**config.mk**
```make
export PLATFORM = sky130hd
export DESIGN_NAME = black_curtain_ctrl
export DESIGN_NICKNAME = d
export VERILOG_FILES = /design/src/rtl/curtain_pkg.sv /design/src/rtl/black_curtain_ctrl.sv
export SDC_FILE = /design/constraint.sdc
export NUM_CORES = 1
export LEC_CHECK = 0
export ABC_AREA = 1
export CAP_MARGIN = 20
export CORE_MARGIN = 3
export CORE_UTILIZATION = 54
export CTS_CLUSTER_SIZE = 12
export DETAILED_ROUTE_END_ITERATION = 10
export PLACE_DENSITY = 0.9
export SYNTH_ARGS = -nofsm -noshare
export SYNTH_HDL_FRONTEND = slang
export SYNTH_SLANG_ARGS = --single-unit
```
**constraint.sdc**
```tcl
create_clock -name i_clk -period 2.7 [get_ports i_clk]
set_input_delay 0.54 -clock i_clk [delete_from_list [all_inputs] [get_ports i_clk]]
set_output_delay 0.54 -clock i_clk [all_outputs]
set_load 0.01 [all_outputs]
```
**src/rtl/curtain_pkg.sv**
```systemverilog
// Shared types and helpers for the black screen-transition curtain.
// Holds the frame FSM encoding, default screen size and the tooth-edge test.
package curtain_pkg;

  typedef enum logic [1:0] {IDLE, CLOSING, HOLD, OPENING} curtain_state_t;

  localparam int unsigned SCREEN_W_DEF = 640;
  localparam int unsigned SCREEN_H_DEF = 480;

  // The tooth band sits directly below the body, one square tall, on alternate squares.
  function automatic logic is_tooth(input logic [10:0] x, input logic [10:0] y,
                                    input logic [10:0] rows, input logic [3:0] edge_log2);
    logic [10:0] edge_sq;
    logic [10:0] lim;
    edge_sq = 11'(1) << edge_log2;
    lim     = rows + edge_sq;
    return (rows != '0) && (y >= rows) && (y < lim) && x[edge_log2];
  endfunction

endpackage

```
**src/rtl/black_curtain_ctrl.sv**
```systemverilog
// Black curtain generator: closes top-to-bottom with a square-toothed edge, holds, then reopens.
// Shape only changes at start of frame; per-pixel request is registered (1-cycle latency).
module black_curtain_ctrl
  import curtain_pkg::*;
#(
  parameter int unsigned SCREEN_W    = SCREEN_W_DEF,
  parameter int unsigned SCREEN_H    = SCREEN_H_DEF,
  parameter int unsigned STEP        = 8,
  parameter int unsigned HOLD_FRAMES = 60,
  parameter int unsigned EDGE_SQ     = 16,
  parameter logic [7:0]  BLACK_COLOR = 8'h00
) (
  input  logic        i_clk,
  input  logic        i_rst_n,
  input  logic        i_start_of_frame,
  input  logic [10:0] i_pixel_x,
  input  logic [10:0] i_pixel_y,
  input  logic        i_close_req,
  input  logic        i_abort_req,
  output logic        o_black_req,
  output logic [7:0]  o_black_rgb,
  output logic        o_screen_covered,
  output logic        o_transition_done
);

  localparam int unsigned EDGE_LOG2 = $clog2(EDGE_SQ);
  localparam int unsigned HOLD_W    = (HOLD_FRAMES > 1) ? $clog2(HOLD_FRAMES) : 1;

  localparam logic [10:0]       STEP_V    = 11'(STEP);
  localparam logic [10:0]       H_V       = 11'(SCREEN_H);
  localparam logic [10:0]       W_V       = 11'(SCREEN_W);
  localparam logic [3:0]        EDGE_L_V  = 4'(EDGE_LOG2);
  localparam logic [HOLD_W-1:0] HOLD_LAST = HOLD_W'(HOLD_FRAMES - 1);

  curtain_state_t    r_state, w_state_d;
  logic [10:0]       r_cover_rows, w_cover_d;
  logic [HOLD_W-1:0] r_hold_cnt, w_hold_d;
  logic              r_pending, w_pending_d;
  logic              r_done, w_done_d;
  logic              r_black_req;
  logic [7:0]        r_black_rgb;

  logic [11:0] w_sum;
  logic [10:0] w_add;
  logic [10:0] w_sub;
  logic        w_inside;
  logic        w_body;
  logic        w_tooth;

  // Saturating one-frame steps of the curtain height.
  always_comb begin
    w_sum = {1'b0, r_cover_rows} + {1'b0, STEP_V};
    w_add = (w_sum >= {1'b0, H_V}) ? H_V : w_sum[10:0];
    w_sub = (r_cover_rows <= STEP_V) ? 11'd0 : (r_cover_rows - STEP_V);
  end

  always_comb begin
    w_state_d   = r_state;
    w_cover_d   = r_cover_rows;
    w_hold_d    = r_hold_cnt;
    w_pending_d = r_pending;
    w_done_d    = 1'b0;
    unique case (r_state)
      IDLE: begin
        if (i_close_req) w_pending_d = 1'b1;
        if (i_start_of_frame && r_pending) begin
          w_pending_d = 1'b0;
          w_cover_d   = w_add;
          if (w_add == H_V) begin
            w_state_d = HOLD;
            w_hold_d  = '0;
          end else begin
            w_state_d = CLOSING;
          end
        end
      end
      CLOSING: begin
        if (i_start_of_frame) begin
          if (i_abort_req) begin
            w_cover_d = w_sub;
            w_state_d = (w_sub == '0) ? IDLE : OPENING;
            w_done_d  = (w_sub == '0);
          end else begin
            w_cover_d = w_add;
            if (w_add == H_V) begin
              w_state_d = HOLD;
              w_hold_d  = '0;
            end
          end
        end
      end
      HOLD: begin
        // Leaving HOLD already removes the first STEP rows, mirroring how CLOSING starts.
        if (i_start_of_frame) begin
          if (i_abort_req || (r_hold_cnt == HOLD_LAST)) begin
            w_cover_d = w_sub;
            w_state_d = (w_sub == '0) ? IDLE : OPENING;
            w_done_d  = (w_sub == '0);
          end else begin
            w_hold_d = r_hold_cnt + 1'b1;
          end
        end
      end
      OPENING: begin
        if (i_start_of_frame) begin
          w_cover_d = w_sub;
          if (w_sub == '0) begin
            w_state_d = IDLE;
            w_done_d  = 1'b1;
          end
        end
      end
      default: w_state_d = IDLE;
    endcase
  end

  always_ff @(posedge i_clk or negedge i_rst_n) begin
    if (!i_rst_n) begin
      r_state      <= IDLE;
      r_cover_rows <= '0;
      r_hold_cnt   <= '0;
      r_pending    <= 1'b0;
      r_done       <= 1'b0;
    end else begin
      r_state      <= w_state_d;
      r_cover_rows <= w_cover_d;
      r_hold_cnt   <= w_hold_d;
      r_pending    <= w_pending_d;
      r_done       <= w_done_d;
    end
  end

  always_comb begin
    w_inside = (i_pixel_x < W_V) && (i_pixel_y < H_V);
    w_body   = (i_pixel_y < r_cover_rows);
    w_tooth  = is_tooth(i_pixel_x, i_pixel_y, r_cover_rows, EDGE_L_V);
  end

  always_ff @(posedge i_clk or negedge i_rst_n) begin
    if (!i_rst_n) begin
      r_black_req <= 1'b0;
      r_black_rgb <= 8'h00;
    end else begin
      r_black_req <= w_inside && (w_body || w_tooth);
      r_black_rgb <= BLACK_COLOR;
    end
  end

  assign o_black_req       = r_black_req;
  assign o_black_rgb       = r_black_rgb;
  assign o_screen_covered  = (r_state == HOLD);
  assign o_transition_done = r_done;

endmodule
```
==> flow_summary_export.csv <==
group,metric,value,unit
critical_path,worst_path_largest_cell_delay,0.63,ns
placement,place_area,2490,sq um
synthesis,synth_edf_count,0,
critical_path,cpLargestDelayFamily,"simple AND/OR/NAND/NOR gates",
clock_network,hold_buffers,0,
hold_path,hold_path.startpoint,"r_pending$_DFFE_PN0P_",
sta,finClkSkew,0.005347,ns
pwr,pwr-share-clk,0.120,
detailed_routing,wl_per_cell,12.73,um
global_routing,grt_max_degree,23,
hold_path,min_path_cells,1,
pwr,power.share.sequential,0.232,
floorplanning,core,3826,sq um
synthesis,seq_area_frac_synth,0.2458,
sta,fin_tns_setup,0,ns
critical_path,critPathLaunchType,"register",
clock_network,cts_buffers,3,
outcome,outcome,"completed",
pwr,p_sw,1.371,mW
flow_run,maxCapViolCount,0,
critical_path,crit_path_end_kind,"register",
critical_path,arrival,2.42,ns
floorplanning,design.portCount,38,
floorplanning,row_count,22,
pwr,comb_power_share,0.649,
floorplanning,start_util,0.5853,
pwr,p_per_area,1029,nW/um^2
sta,slew_violations,0,
clock_network,clkLatencyLatePin,0.27,ns
cells_and_area,drive_gt1_frac,0.1131,
clock_network,path_clk_slew,0.09,ns
hold_path,hp-class,"reg -> reg",
synthesis,synth.avg_cell_area,7.201,sq um
critical_path,worst-path-buf-inv,1,
clock_network,cts_max_level,1,
hold_path,min_to,"r_pending$_DFFE_PN0P_",
pwr,fin_total_pwr,2.636,mW
critical_path,reg2reg_depth,11,
clock_network,clock_path_buffers,2,
floorplanning,die_h,70.40,um
synthesis,ys_seq_elements,22,
clock_network,post-cts-setup-buffers,0,
global_routing,grt_pass1_wl,8431,um
critical_path,r2r_start,"r_cover_rows[6]$_DFFE_PN0P_",
synthesis,async_reset_ff_frac,1.000,
sta,slew_headroom,0.6546,
floorplanning,die_area,4956,sq um
critical_path,crit_slowest_cell,"dfrtp_1",
placement,dp_hpwl,3929,um
floorplanning,die_w,70.40,um
pwr,internal-power,1.265,mW
critical_path,worstPathCellList,"inv_4, nor3_2, nand2_1, xor2_1, ha_1, nand2_1, nor2_1, nand2_1, o21a_1, a31oi_1, nor2_1",
synthesis,synthCells,311,
cells_and_area,synthToLayoutAreaGrowth,14.36,%
cells_and_area,antennaDiodeCount,0,
sta,final_hold_viol_count,0,
pwr,leakage,1.240,nW
cells_and_area,final_nets,388,
pwr,swShare,0.5202,
global_routing,grtUsageTotal,0.2032,
pwr,ir_worst_vdd,779.3,uV
placement,routabilityCongestion,0.9414,
critical_path,r2r_slack,0.44,ns
critical_path,cpMostUsedCell,"nand2_1",
sta,max_freq,443.2,MHz
sta,period_share,0.8357,
synthesis,synth_warnings,0,
sta,period_minus_slack,2.256,ns
clock_network,post_cts_resized,0,
global_routing,grt_overflow,0,
detailed_routing,drc,0,
detailed_routing,dr_total_vias,2065,
synthesis,yosysUniqueCellTypes,40,
detailed_routing,drt_iter0_markers,105,
detailed_routing,wirelength,4890,um
detailed_routing,postRouteAntennaNets,0,
placement,port_buffers,23,
clock_network,cts_tree,"built",
cells_and_area,layout_commonest_cell,"nand2_1",
detailed_routing,drt_first_pass_iters,5,
critical_path,r2r-end,"o_black_req$_DFF_PN0_",
sta,rsz0062_at_grt,"no",
global_routing,grt_pass1_vias,1920,
global_routing,antenna_found_initial,0,
synthesis,ys.flop_type,"dfrtp_1",
sta,setup_viol,0,
synthesis,synth_area,2240,sq um
cells_and_area,final_area,2561,sq um
critical_path,worst-setup-path-type,"reg -> reg",
clock_network,cts_root_buffer,"clkbuf_8",
cells_and_area,final_cell_mix,"62 x nand2_1, 37 x inv_1, 30 x nor2_1, 24 x ha_1, 23 x clkdlybuf4s50_1",
critical_path,critPathRequiredTime,2.86,ns
sta,tightest_slew,0.5161,ns
clock_network,cts.sinks,22,
detailed_routing,viasPerCell,5.378,
critical_path,worst-path-max-fanout,9,
[final cells by class]
class	count	area (sq um)
fillers	340	1265
multi-input cells	239	1449
well taps	48	60.06
repair buffers	27	260.3
flip-flops and latches	22	550.5
inverters	44	170.2
clock inverters	1	30.03
clock buffers	3	41.29
[power by group through the flow]
| stage | Sequential, mW | Clock (mW) | Combinational [mW] |
|---|---|---|---|
| after floorplan | 0.523 | 0 | 1.41 |
| after global placement | 0.606 | 0 | 1.64 |
| after detailed placement | 0.612 | 0 | 1.69 |
| after CTS | 0.606 | 0.318 | 1.70 |
| after global routing | 0.628 | 0.328 | 1.94 |
| final | 0.611 | 0.315 | 1.71 |
[routing by layer]
metal / global-route usage / vias to the layer above / part of all wire
met1: 0.2777 / 928 / 0.45
met5: 0 / - / 0
met2: 0.3420 / 73 / 0.47
li1: - / 1056 / -
met4: 0.03191 / 0 / 0.0098
met3: 0.03309 / 8 / 0.068
[Yosys cell counts (4+ instances only)]
| library cell | n | area (sq um) |
|---|---|---|
| a21oi_1 | 15 | 75.07 |
| buf_4 | 8 | 60.06 |
| dfrtp_1 | 22 | 550.5 |
| ha_1 | 24 | 300.3 |
| inv_1 | 37 | 138.9 |
| inv_2 | 5 | 18.77 |
| nand2_1 | 62 | 232.7 |
| nand2_2 | 8 | 50.05 |
| nand3_1 | 19 | 95.09 |
| nand4_1 | 6 | 37.54 |
| nor2_1 | 30 | 112.6 |
| nor3_1 | 5 | 25.02 |
| o211ai_1 | 7 | 52.55 |
| o21ai_0 | 14 | 70.07 |
| o21ai_1 | 4 | 20.02 |
| o21ai_2 | 4 | 35.03 |
| xor2_1 | 11 | 96.34 |
[cell families after synthesis]
logic type                 after synthesis  share of synthesized area
DFF                                     22                     0.2458
xor gates and xnor gates                12                    0.04693
adders and majority gates               24                     0.1341
other                                    1                   0.001674
buffers and inverters                   57                     0.1190
AOI/OAI and AO/OA                       55                     0.1564
and+or+nand+nor                        140                     0.2961
[registers in the layout, indices dropped and copies added (netlist names)]
register           flops
r_cover_rows          11
r_state                2
r_pending              1
o_transition_done      1
o_black_req            1
r_hold_cnt             6
[how the worst max path moves through the flow]
| stage | from | depth (start not counted) | endpoint |
|---|---|---|---|
| 5_1_grt | r_cover_rows[3]$_DFFE_PN0P_ | 14 | r_state[0]$_DFFE_PN0P_ |
| 4_1_cts | r_cover_rows[6]$_DFFE_PN0P_ | 11 | o_black_req$_DFF_PN0_ |
| 3_3_place_gp | i_abort_req | 10 | r_cover_rows[3]$_DFFE_PN0P_ |
| 6_report | r_cover_rows[6]$_DFFE_PN0P_ | 11 | o_black_req$_DFF_PN0_ |
| 3_5_place_dp | i_abort_req | 10 | r_cover_rows[3]$_DFFE_PN0P_ |
| 2_1_floorplan | r_cover_rows[6]$_DFFE_PN0P_ | 12 | o_black_req$_DFF_PN0_ |
[worst register-to-register path, stage by stage, from the launching register on]
cell,delay [ns]
dfrtp_1,0.63
inv_4,0.11
nor3_2,0.25
nand2_1,0.09
xor2_1,0.15
ha_1,0.30
nand2_1,0.07
nor2_1,0.15
nand2_1,0.07
o21a_1,0.17
a31oi_1,0.14
nor2_1,0.05
[stage by stage]
step,utilization,cells,hold slack (ns),setup slack (ns)
after global routing,0.6694,384,0.5215,0.2285
after floorplan,-,318,0.2444,0.8028
after detailed placement,0.6508,380,0.4775,0.3916
final,0.6694,384,0.4979,0.4435
after CTS,0.6694,384,0.4953,0.4546
after global placement,0.6508,380,0.4715,0.4170
Note: power is estimated with default switching activity, not from simulation.
